$ cat src/rtl/i_raster_counter.sv
// Raster column/row index generator with programmable width, height and column stride.
// Outputs are registered: one cycle from an enabled advance or accepted start to visible result.
module i_raster_counter #(
  parameter int CNT_WIDTH = 13
) (
  input  logic                 clk,
  input  logic                 clear,
  input  logic                 start,
  input  logic                 count_enable,
  input  logic [CNT_WIDTH-1:0] img_width,
  input  logic [CNT_WIDTH-1:0] img_height,
  input  logic [CNT_WIDTH-1:0] col_step,
  input  logic                 continuous,
  output logic [CNT_WIDTH-1:0] col_value,
  output logic [CNT_WIDTH-1:0] row_value,
  output logic                 col_rollover,
  output logic                 frame_done,
  output logic                 busy,
  output logic                 cfg_err
);

  typedef enum logic {IDLE, RUN} state_t;

  localparam logic [CNT_WIDTH-1:0] ONE = CNT_WIDTH'(1);

  state_t               r_state;
  state_t               w_state_nxt;
  logic [CNT_WIDTH-1:0] r_width;
  logic [CNT_WIDTH-1:0] r_height;
  logic [CNT_WIDTH-1:0] r_step;
  logic                 r_cont;
  logic [CNT_WIDTH-1:0] r_col;
  logic [CNT_WIDTH-1:0] r_row;
  logic                 r_roll;
  logic                 r_fd;
  logic                 r_err;

  logic                 w_cfg_ok;
  logic                 w_accept;
  logic [CNT_WIDTH:0]   w_col_sum;
  logic                 w_wrap;
  logic                 w_last_row;
  logic                 w_frame_end;

  assign w_cfg_ok    = (|img_width) && (|img_height) && (|col_step);
  assign w_accept    = (r_state == IDLE) && start && w_cfg_ok;
  // One extra bit keeps col + step exact even at the maximum dimension.
  assign w_col_sum   = {1'b0, r_col} + {1'b0, r_step};
  assign w_wrap      = (w_col_sum >= {1'b0, r_width});
  assign w_last_row  = (r_row == (r_height - ONE));
  assign w_frame_end = (r_state == RUN) && count_enable && w_wrap && w_last_row;

  always_ff @(posedge clk) begin
    if (clear) r_state <= IDLE;
    else       r_state <= w_state_nxt;
  end

  always_comb begin
    w_state_nxt = r_state;
    if (r_state == IDLE) begin
      if (w_accept) w_state_nxt = RUN;
    end else begin
      if (w_frame_end && !r_cont) w_state_nxt = IDLE;
    end
  end

  always_ff @(posedge clk) begin
    if (clear) begin
      r_width  <= '0;
      r_height <= '0;
      r_step   <= '0;
      r_cont   <= 1'b0;
      r_col    <= '0;
      r_row    <= '0;
      r_roll   <= 1'b0;
      r_fd     <= 1'b0;
      r_err    <= 1'b0;
    end else begin
      r_fd  <= 1'b0;
      r_err <= 1'b0;
      if (r_state == IDLE) begin
        if (w_accept) begin
          r_width  <= img_width;
          r_height <= img_height;
          r_step   <= col_step;
          r_cont   <= continuous;
          r_col    <= '0;
          r_row    <= '0;
        end else if (start) begin
          r_err <= 1'b1;
        end
      end else if (count_enable) begin
        if (w_wrap) begin
          r_col  <= '0;
          r_roll <= 1'b1;
          if (w_last_row) begin
            r_row <= '0;
            r_fd  <= 1'b1;
          end else begin
            r_row <= r_row + ONE;
          end
        end else begin
          r_col  <= w_col_sum[CNT_WIDTH-1:0];
          r_roll <= 1'b0;
        end
      end
    end
  end

  assign col_value    = r_col;
  assign row_value    = r_row;
  assign col_rollover = r_roll;
  assign frame_done   = r_fd;
  assign busy         = (r_state == RUN);
  assign cfg_err      = r_err;

endmodule

$ cat config.mk
export PLATFORM = sky130hd
export DESIGN_NAME = i_raster_counter
export DESIGN_NICKNAME = d
export VERILOG_FILES = /design/src/rtl/i_raster_counter.sv
export SDC_FILE = /design/constraint.sdc
export NUM_CORES = 1
export LEC_CHECK = 0
export CAP_MARGIN = 20
export CORE_ASPECT_RATIO = 0.5
export CORE_MARGIN = 4
export CORE_UTILIZATION = 59
export CTS_BUF_LIST = sky130_fd_sc_hd__clkbuf_2 sky130_fd_sc_hd__clkbuf_4 sky130_fd_sc_hd__clkbuf_8
export DETAILED_ROUTE_END_ITERATION = 10
export PLACE_DENSITY = 0.88
export SYNTH_ARGS = -nofsm -noshare
export SYNTH_HDL_FRONTEND = slang
export SYNTH_SLANG_ARGS = --single-unit
export TNS_END_PERCENT = 20
$ cat constraint.sdc
create_clock -name clk -period 6.6 [get_ports clk]
set_input_delay 1.32 -clock clk [delete_from_list [all_inputs] [get_ports clk]]
set_output_delay 1.32 -clock clk [all_outputs]
set_load 0.01 [all_outputs]
Word level (Yosys, flattened, before mapping)
Index checks and enable logic that the tools add are counted.
{"block": "op_classes", "n_bitwise": 3, "eq_ne": 3, "muxes": 14, "reduce_logical": 19, "add_sub_neg": 3, "n_lt_le_gt_ge": 1}
{"op": "$mux W13", "n": 8}
{"op": "$reduce_or A13 Y1", "n": 3}
{"op": "$add A13 B13 Y14", "n": 1}
{"op": "$ge A14 B13 Y1", "n": 1}
{"op": "$add A13 B1 Y13 const B", "n": 1}
{"op": "$eq A13 B13 Y1", "n": 1}
{"op": "$sub A13 B1 Y13 const B", "n": 1}
{"op": "$logic_and A1 B1 Y1", "n": 8}
{"op": "$mux W1", "n": 6}
{"op": "$reduce_and A2 Y1", "n": 3}
{"op": "$reduce_or A4 Y1", "n": 1}
{"op": "$not A1 Y1", "n": 3}
{"op": "$reduce_and A3 Y1", "n": 1}
{"op": "$reduce_or A3 Y1", "n": 1}
{"op": "$ne A2 B1 Y1 const B", "n": 1}
{"op": "$ne A2 B2 Y1 const B", "n": 1}
{"op": "$reduce_bool A2 Y1", "n": 1}
{"op": "$logic_not A1 Y1", "n": 1}
{"block": "word_totals", "out_inout_bits": 30, "word_cells": 53, "inputBits": 44, "ff_bits": 70}

Logic depth before layout (Yosys ltp)
Gate-level depths: netlist of the first run.
{"block": "logic_depth", "word_depth": 7, "depth_mapped": 17, "ltp_nobuf": 16}

Least setup slack after synthesis of the first run
OpenSTA, ideal clock, no wires.
{"block": "synth_path", "path_kind": "reg2reg", "startpoint": "reg r_col[0], in the netlist col_value[0]", "endpoint": "reg r_col[11], in the netlist col_value[11]", "required_time_ps": 6535, "period_less_slack_ps": 3764, "slack_ps": 2836, "setup_ps": 65, "n_path_buf": 1, "arrival_ps": 3699, "stages_incl_launch_ff": 17, "path_cell_list": "dfxtp_1 ha_1 fa_1 a211oi_1 o21a_1 nor4_1 nor3_1 nor2_1 o31a_1 ha_1 and3_1 a211oi_1 o41ai_1 a211oi_1 clkbuf_1 a22oi_1 nor2_1"}
{"block": "synth_via", "elab_chain_len": 5}
{"item": "start, declared", "line": "32", "text": "logic [CNT_WIDTH-1:0] r_col;"}
{"item": "start signal, assigned", "line": "103", "text": "r_col <= w_col_sum[CNT_WIDTH-1:0];"}
{"item": "$add A13 B13 Y14 *", "line": "48", "text": "assign w_col_sum = {1'b0, r_col} + {1'b0, r_step};"}
{"item": "$ge A14 B13 Y1", "line": "49", "text": "assign w_wrap = (w_col_sum >= {1'b0, r_width});"}
{"item": "$mux W13 *", "line": "93", "text": "if (w_wrap) begin"}
{"item": "$mux W13 *", "line": "92", "text": "end else if (count_enable) begin"}
{"item": "$mux W13 *", "line": "81", "text": "if (r_state == IDLE) begin"}
Mark *: on every way between the ends. The rest lies on a longest branch, timed or not. The select of a mux whose other input is x is not followed.
A chain may end at the register's enable or synchronous reset.

Worst setup path after layout of the first run
{"block": "layout_path", "startpoint": "reg r_col[1], in the netlist col_value[1]", "endpoint": "reg r_row[0], in the netlist row_value[0]"}
{"block": "layout_via", "elab_chain_len": 4}
{"item": "$add A13 B13 Y14", "line": "48"}
{"item": "$ge A14 B13 Y1", "line": "49"}
{"item": "$ne A2 B1 Y1 (no line)"}
{"item": "$reduce_and A3 Y1 (no line)"}
{"item": "end signal, assigned", "line": "100", "text": "r_row <= r_row + ONE;"}
{"item": "end, declared", "line": "33", "text": "logic [CNT_WIDTH-1:0] r_row;"}
Every way passes these cells.

==> results.txt, run 1 <==
Status = finished, final reports clean
Unrepaired setup endpoints after global routing = no
Final worst path period need = 4.28 ns
Synth area leaders = dfxtp_1 35%, mux2i_1 9.9%, ha_1 8.7%
Share of cells above drive strength 1 = 5.41%
Post-Route Setup TNS = 0 ns
Crit. End Element = register
PortBufs = 73
Vias = 3676
Mapped Cells = 460
Overflow after GRT = 0
Min Hold Slack = 0.496 ns
Slew margin rel. = 43.2%
Total GRT Usage = 24.5%
Final setup viols = 0
Hold Path Class = reg2reg
Commonest non-fill, non-tap cells in the layout = 72 x clkdlybuf4s50_1, 70 x dfxtp_1, 64 x nor2_1
Post-synth top area share = 34.7%
Final Max Tran Viols = 0
Mapped cell area = 4040 µm²
Final net count = 605
# resized after CTS = 0
Vert. Die Dim = 66.5 µm
Logic pwr share = 21.5%
Worst setup SP type = register
Number of enable flip-flop cells after synthesis = 0
Yosys reg bits = 70
Yosys warnings = 0
Worst Hold Launch = col_value[12]$_SDFFE_PP0P_
Clock transition at path regs = 0.07 ns
H-tree depth = 3
Register area share after synthesis = 34.7%
P per Cell Area = 196 nW/µm²
Yosys top cell by area = dfxtp_1
Die footprint = 8320 µm²
Int Pwr = 709 µW
# diodes = 0
Worst-Margin Slew = 0.844 ns
Fmax = 233 MHz
DP HPWL = 7400 µm
Clock Latency Late Sink = 0.35 ns
Sw Share = 28.1%
Initial antenna violation count = 0
Vias in the first global route = 3506
Routed Wire Length = 10000 µm
Most common cell after layout, fill and taps aside = clkdlybuf4s50_1
Crit path kind = reg2reg
Sequential power share = 46.3%
CTS max path bufs = 2
Clock network power share = 32.1%
Max rail drop VDD = 0.148 mV
Io pins = 74
CTS Hold Bufs = 0
DRT Pass-1 Iters = 5
Initial Utilization = 63.6%
Final hold viol count = 0
Pleak = 0.00217 µW
Synth cell types = 49
Top FF cell, synth = dfxtp_1
Fin crit share = 64.9%
CTS tree = built
CTS Buf Count = 9
Layout area overhead = 24.5%
Clk sink count = 70
Vias per cell = 5.89
Crit-path max FO = 13
Critical Path RT = 6.90 ns
Postcts setup bufs = 0
Clock root buffer = clkbuf_8
Worst Skew = 0.00586 ns
NetSw = 277 µW
Syn_nets = 533
Largest net degree at the start of global routing = 61
Total of max-cap violations = 0
FP Rows = 20
Die W = 125 µm
First-pass GRT wire length = 16200 µm
Post-DRT Antenna Nets = 0
Core area = 6360 µm²
Critical path origin = col_value[1]$_SDFFE_PP0P_
CP arrival = 4.58 ns
Fraction of registers with async set/reset = 0%
R2R Path Start = col_value[1]$_SDFFE_PP0P_
DR WL/cell = 16.1 µm
DRC Markers = 0
Avg Cell Area, Syn = 8.79 µm²
Routability cong. = 0.921
DR iter-0 viols = 263
-- routing by layer --
metal / vias up / part of all wire, % / GRT usage (%)
met2: 113 / 46 / 41.8
met3: 21 / 5.8 / 7.29
met5: - / 0 / 0
met4: 0 / 1.9 / 9.19
met1: 1727 / 46 / 29.8
li1: 1815 / - / -
-- registers in the layout (all words and copies together), names as in the netlist --
name,count
col_value,13
r_height,13
r_width,13
r_step,13
col_rollover,1
busy,1
cfg_err,1
frame_done,1
r_cont,1
row_value,13
-- synthesized netlist by cell type (3+ instances only) --
| master | count |
|---|---|
| a211oi_1 | 6 |
| a21o_1 | 3 |
| a21oi_1 | 19 |
| a22o_1 | 12 |
| a22oi_1 | 11 |
| and3_1 | 13 |
| buf_1 | 5 |
| clkbuf_1 | 10 |
| dfxtp_1 | 70 |
| ha_1 | 28 |
| inv_1 | 20 |
| mux2i_1 | 40 |
| nand2_1 | 12 |
| nand2b_1 | 5 |
| nand3_1 | 6 |
| nand4_1 | 8 |
| nor2_1 | 64 |
| nor2b_1 | 16 |
| nor3_1 | 12 |
| nor4_1 | 11 |
| o21a_1 | 3 |
| o21ai_0 | 24 |
| o31ai_1 | 3 |
| o41ai_1 | 3 |
| xnor2_1 | 20 |
| xor2_1 | 6 |
-- cells by family (layout without fill, tap and decap cells) --
group | count (synthesis) | after routing | synth area share [%]
xor+xnor | 26 | 26 | 5.63
buf+inv | 37 | 113 | 3.65
flops | 70 | 70 | 34.7
compound gates | 99 | 99 | 16.6
simple gates | 158 | 158 | 20.1
mux | 41 | 41 | 10.2
fa+ha+maj | 29 | 29 | 9.16
-- power by group through the flow --
stage	Sequential, µW	Clock [µW]	Combinational, µW
3_3_place_gp	465	0	201
5_1_grt	459	344	233
4_1_cts	457	324	209
2_1_floorplan	463	0	141
6_report	457	317	212
3_5_place_dp	466	0	207
-- critical path: stages, from the launching register on --
cell and delay [ns]:
dfxtp_1 0.42, ha_1 0.28, a211oi_1 0.29, o21ai_0 0.18, and3_1 0.20, or2_2 0.34, o311ai_0 0.55, ha_1 0.25
nand3_1 0.11, o41ai_1 0.45, a21oi_1 0.22, nor4b_4 0.66, mux2_2 0.29
-- path summary, 6_finish.rpt --
| check | end | slack, ns | depth (start not counted) |
|---|---|---|---|
| worst max register to register | row_value[0]$_SDFFE_PP0P_ | 2.32 | 12 |
| worst min register to register | col_value[12]$_SDFFE_PP0P_ | 0.50 | 2 |
| worst max-delay path | row_value[0]$_SDFFE_PP0P_ | 2.32 | 12 |
| worst min-delay path | col_value[12]$_SDFFE_PP0P_ | 0.50 | 2 |
-- through the flow --
step / cells / total power (µW) / instance area, µm² / utilization (%) / setup WS (ns)
2_1_floorplan: 460 / 604 / 4040 / - / 2.84
3_3_place_gp: 608 / 666 / 4840 / 76.1 / 2.38
3_5_place_dp: 608 / 673 / 4840 / 76.1 / 2.41
4_1_cts: 623 / 990 / 5010 / 78.9 / 2.36
5_1_grt: 624 / 1040 / 5030 / 79.2 / 1.89
6_report: 624 / 986 / 5030 / 79.2 / 2.32
-- final cells by class --
| cell class | instances | area, µm² |
|---|---|---|
| well taps | 88 | 110 |
| clock inverters | 1 | 5.00 |
| clock buffers | 14 | 174 |
| fillers | 461 | 1320 |
| repair buffers | 78 | 776 |
| inverters | 20 | 75.1 |
| multi-input cells | 353 | 2490 |
| flip-flops and latches | 70 | 1400 |
No activity file was read; power rests on OpenSTA's default activity.
==> run 2, diff against run 1 <==
- CORE_UTILIZATION: 59 -> 49
- PLACE_DENSITY: 0.88 -> 0.78
- clock period: 6.6 -> 3.8 ns (I/O delays scaled with it)
==> results.txt, run 2 (synthesized netlist as in run 1, its figures left out) <==
Slew margin rel. = 43.0% (-0.19 points)
Initial antenna violation count = 0 (unchanged)
Setup ws final = 0.0525 ns (-2.26 ns)
CTS Hold Bufs = 0 (unchanged)
Worst-Margin Slew = 0.847 ns (+0.00278 ns)
Initial Utilization = 50.5% (-13 points)
Clk sink count = 70 (unchanged)
Crit path kind = reg2reg
# diodes = 0 (unchanged)
Pleak = 0.00240 µW (+11%)
Total of max-cap violations = 0 (unchanged)
PortBufs = 73 (unchanged)
Commonest non-fill, non-tap cells in the layout = 72 x clkdlybuf4s50_1, 68 x dfxtp_1, 64 x nor2_1
Die footprint = 9860 µm² (+18%)
Placed Cells = 662 (+8.9%)
Critical-path cell list = ha_1 -> a211oi_2 -> o21ai_1 -> buf_4 -> a31oi_4 -> o21ai_1 -> xnor2_1 -> ha_1 -> a21oi_1 -> o21ai_1 -> a211oi_4 -> o41ai_4 -> a21oi_1 -> buf_4 -> nor4b_4 -> buf_6 -> a22o_1
Routed met2 length = 5390 µm (+17%)
DRT Pass-1 Iters = 4 (-1)
Final net count = 642 (+6.1%)
P per Cell Area = 328 nW/µm² (+67%)
Slowest stage delay, CP = 0.32 ns (-0.34 ns)
Vias per cell = 5.64 (-4.3%)
CTS tree = built
Routability cong. = 0.862 (-6.3%)
Critical-path top delay cell = dfxtp_1
Clock root buffer = clkbuf_8
Vias in the first global route = 3632 (+3.6%)
H-tree depth = 3 (unchanged)
Post-DRT Antenna Nets = 0 (unchanged)
M1 WL = 5050 µm (+9.0%)
Most common cell after layout, fill and taps aside = clkdlybuf4s50_1
Fmax = 267 MHz (+14%)
First-pass GRT wire length = 17000 µm (+5.1%)
Worst setup SP type = register
Max rail drop VDD = 0.179 mV (+21%)
Vias = 3863 (+5.1%)
CTS max path bufs = 2 (unchanged)
CTS Buf Count = 9 (unchanged)
Critical Path RT = 4.05 ns (-2.85 ns)
Critical path's most frequent cell = o21ai_1
Crit-path max FO = 10 (-3)
Vert. Die Dim = 72.2 µm (+8.6%)
DRC Markers = 0 (unchanged)
Crit. End Element = register
Fin crit share = 98.6% (+34 points)
Core area = 8000 µm² (+26%)
Place WS = -0.141 ns (-2.55 ns)
Met3 wire length = 643 µm (+9.9%)
Routed Wire Length = 11400 µm (+14%)
Clock Latency Late Sink = 0.36 ns (about the same)
DP HPWL = 7890 µm (+6.6%)
Share of cells above drive strength 1 = 16.2% (+11 points)
Final Max Tran Viols = 0 (unchanged)
Total GRT Usage = 22.0% (-2.6 points)
CP arrival = 4.00 ns (-0.58 ns)
R2R setup slack = 0.05 ns (-2.26 ns)
DR iter-0 viols = 293 (+11%)
DR WL/cell = 16.7 µm (+3.8%)
Clock transition at path regs = 0.07 ns (about the same)
FP Rows = 23 (+15%)
Largest net degree at the start of global routing = 37 (-39%)
Die W = 136 µm (+9.1%)
Final worst path period need = 3.75 ns (-0.537 ns)
Worst Skew = 0.00555 ns (-0.000311 ns)
Layout area overhead = 37.1%
Io pins = 74 (unchanged)
Fin cells = 685 (+9.8%)
Final setup viols = 0 (unchanged)
Status = finished, final reports clean
Final hold viol count = 0 (unchanged)
Overflow after GRT = 0 (unchanged)
Hold Path Class = reg2reg
Max layer used = met4
## run 2: cell count changes in the layout (fill, tap and decap cells not counted), sizes merged
cell and delta:
buf +37
## run 2: cell type report
type | count | area, µm²
clock inverter | 1 | 5.00
tap | 112 | 140
sequential | 70 | 1400
inverter | 20 | 75.1
clock buffer | 14 | 174
timing repair buffer | 115 | 1050
fill | 652 | 2460
multi-input combinational | 353 | 2690
## run 2: metrics by stage
step | power (µW) | setup TNS (ns) | hold WS, ns | util (%) | instance area [µm²]
6_report | 1820 | 0 | 0.503 | 69.3 | 5540
5_1_grt | 1900 | -1.54 | 0.547 | 69.3 | 5540
4_1_cts | 1770 | 0 | 0.507 | 66.3 | 5300
3_5_place_dp | 1190 | -2.52 | 0.481 | 63.6 | 5090
3_3_place_gp | 1180 | -0.00919 | 0.469 | 63.6 | 5090
2_1_floorplan | 1050 | 0 | 0.463 | - | 4040
## run 2: final timing paths
| check | from | endpoint | depth (start not counted) |
|---|---|---|---|
| hold / removal | r_width[10]$_SDFFE_PP0P_ | r_width[10]$_SDFFE_PP0P_ | 2 |
| setup reg to reg | col_value[1]$_SDFFE_PP0P_ | row_value[7]$_SDFFE_PP0P_ | 17 |
| hold reg to reg | r_width[10]$_SDFFE_PP0P_ | r_width[10]$_SDFFE_PP0P_ | 2 |
| setup / recovery | col_value[1]$_SDFFE_PP0P_ | row_value[7]$_SDFFE_PP0P_ | 17 |
## run 2: power by group
| part | switching, µW | internal, µW |
|---|---|---|
| Clock | 276 | 291 |
| Combinational | 231 | 227 |
| Sequential | 26.8 | 766 |
## run 2: timing repair
item                                    in CTS  in global routing
resized for setup                            7                 45
endpoints found under the setup margin      28                 29
setup buffers                                1                  6
pin swaps                                    0                 23
gates cloned                                 1                  1
## run 2: per-layer routing
| layer | global-route usage, % | up-vias |
|---|---|---|
| met1 | 28.4 | 1828 |
| li1 | - | 1885 |
| met3 | 6.44 | 34 |
| met2 | 36.1 | 116 |
| met4 | 6.37 | 0 |
| met5 | 0 | - |
## run 2: worst max-delay path, delay by kind of cell (launching register included)
kind                       cells  cell delay (ns)
AOI/OAI and AO/OA             10             1.84
xor gates and xnor gates       1             0.30
adders and majority gates      2             0.62
buffers and inverters          3             0.49
DFF                            1             0.32
and+or+nand+nor                1             0.05
==> run 3, diff against run 2 <==
- SKIP_CTS_REPAIR_TIMING: default -> 1
==> results.txt, run 3 (synthesized netlist as in run 1, its figures left out) <==
Post-DRT Antenna Nets = 0 (unchanged)
Largest net degree at the start of global routing = 37 (unchanged)
Routed Wire Length = 10800 µm (-5.4%)
GRT met1 Usage = 28.2% (-0.17 points)
M3 GR Usage = 6.44% (unchanged)
R2R depth = 16 (-1)
Vert. Die Dim = 72.2 µm (unchanged)
Unrepaired setup endpoints after global routing = yes
Crit. End Element = register
Most common cell after layout, fill and taps aside = clkdlybuf4s50_1
Clock Latency Late Sink = 0.35 ns (about the same)
Critical-path cell list = ha_2 -> fa_2 -> a211oi_2 -> o21a_1 -> buf_4 -> nor2_1 -> a21o_1 -> xor2_1 -> ha_1 -> nand4_1 -> o41a_1 -> o211ai_1 -> buf_4 -> buf_4 -> o21ai_0 -> a22o_1
PortBufs = 73 (unchanged)
Most Crowded Layer GR = met2
Final net count = 640 (-0.31%)
Met2 track demand over resource = 35.7% (-0.38 points)
Critical-path top delay cell = o41a_1
First-pass GRT wire length = 16900 µm (-0.89%)
Total of max-cap violations = 0 (unchanged)
CTS max path bufs = 2 (unchanged)
CTS Buf Count = 9 (unchanged)
Fin cells = 683 (-0.29%)
Initial Utilization = 50.5% (unchanged)
Critical Path RT = 4.05 ns (about the same)
Die footprint = 9860 µm² (unchanged)
P per Cell Area = 329 nW/µm² (+0.34%)
Fin crit share = 96.7% (-2.0 points)
Overall power = 1780 µW (-2.1%)
FP Rows = 23 (unchanged)
Pleak = 0.00236 µW (-1.7%)
Critical path's most frequent cell = buf_4
Worst-Margin Slew = 0.863 ns (+0.0154 ns)
Final setup viols = 0 (unchanged)
DR iter-0 viols = 218 (-26%)
Layout area overhead = 33.8%
Worst setup SP type = register
Overflow after GRT = 0 (unchanged)
Hold path depth = 2 (unchanged)
Final worst path period need = 3.67 ns (-0.0747 ns)
CTS tree = built
Die W = 136 µm (unchanged)
Final Max Tran Viols = 0 (unchanged)
Worst Skew = 0.00655 ns (+0.000998 ns)
Commonest non-fill, non-tap cells in the layout = 72 x clkdlybuf4s50_1, 70 x dfxtp_1, 64 x nor2_1
Layout Utilization = 67.6% (-1.7 points)
Io pins = 74 (unchanged)
DP HPWL = 7890 µm (unchanged)
Core area = 8000 µm² (unchanged)
Total GRT Usage = 21.8% (-0.21 points)
Routability cong. = 0.862 (unchanged)
Slew margin rel. = 42.0% (-1.0 points)
Placed Cells = 662 (unchanged)
Clock transition at path regs = 0.07 ns (about the same)
Initial antenna violation count = 0 (unchanged)
Slowest stage delay, CP = 0.46 ns (+0.14 ns)
DR WL/cell = 15.8 µm (-5.1%)
Max rail drop VDD = 0.172 mV (-4.1%)
Share of cells above drive strength 1 = 13.7% (-2.6 points)
CP arrival = 3.93 ns (-0.07 ns)
Vias = 3805 (-1.5%)
Crit-path max FO = 5 (-5)
H-tree depth = 3 (unchanged)
Status = finished, final reports clean
DRC Markers = 0 (unchanged)
DRT Pass-1 Iters = 5 (+1)
# diodes = 0 (unchanged)
Final hold viol count = 0 (unchanged)
Hold Path Class = reg2reg
Vias in the first global route = 3601 (-0.85%)
Clock root buffer = clkbuf_8
Vias per cell = 5.57 (-1.2%)
Fmax = 272 MHz (+2.0%)
Clk sink count = 70 (unchanged)
Crit path kind = reg2reg
## run 3: cell type report
class / instances / area, µm²
sequential: 70 / 1400
clock inverter: 1 / 5.00
multi-input combinational: 353 / 2580
tap: 112 / 140
timing repair buffer: 113 / 1030
inverter: 20 / 75.1
clock buffer: 14 / 174
fill: 685 / 2590
## run 3: routing by layer
layer | share of wire (%) | vias to the layer above
li1 | - | 1879
met1 | 46 | 1803
met2 | 47 | 107
met3 | 5.0 | 16
met4 | 1.6 | 0
met5 | 0 | -
## run 3: power by group
part           total (µW)  internal, µW  switching [µW]  leakage (µW)
sequential            792           766            26.3      0.000571
combinational         424           209             215       0.00169
clock                 564           290             273     0.0000968
## run 3: metrics by stage
step | area [µm²] | TNS (ns) | setup WS, ns | hold slack [ns]
CTS | 5270 | -3.23 | -0.160 | 0.507
global placement | 5090 | -0.00919 | -0.00919 | 0.469
finish | 5410 | 0 | 0.127 | 0.506
detailed placement | 5090 | -2.52 | -0.141 | 0.481
global route | 5410 | -0.577 | -0.0467 | 0.547
floorplan | 4040 | 0 | 0.0359 | 0.463
## run 3: final timing paths
check	end	startpoint	slack, ns
setup reg to reg	row_value[7]$_SDFFE_PP0P_	col_value[0]$_SDFFE_PP0P_	0.13
hold / removal	r_step[8]$_SDFFE_PP0P_	r_step[8]$_SDFFE_PP0P_	0.51
setup / recovery	row_value[7]$_SDFFE_PP0P_	col_value[0]$_SDFFE_PP0P_	0.13
hold reg to reg	r_step[8]$_SDFFE_PP0P_	r_step[8]$_SDFFE_PP0P_	0.51
## run 3: worst max-delay path: cells and delay by family, from the launching register on
family / cells / cell delay [ns]
and+or+nand+nor: 2 / 0.23
DFF: 1 / 0.32
AOI/OAI and AO/OA: 7 / 1.53
adders and majority gates: 3 / 0.90
xor gates and xnor gates: 1 / 0.17
buffers and inverters: 3 / 0.41
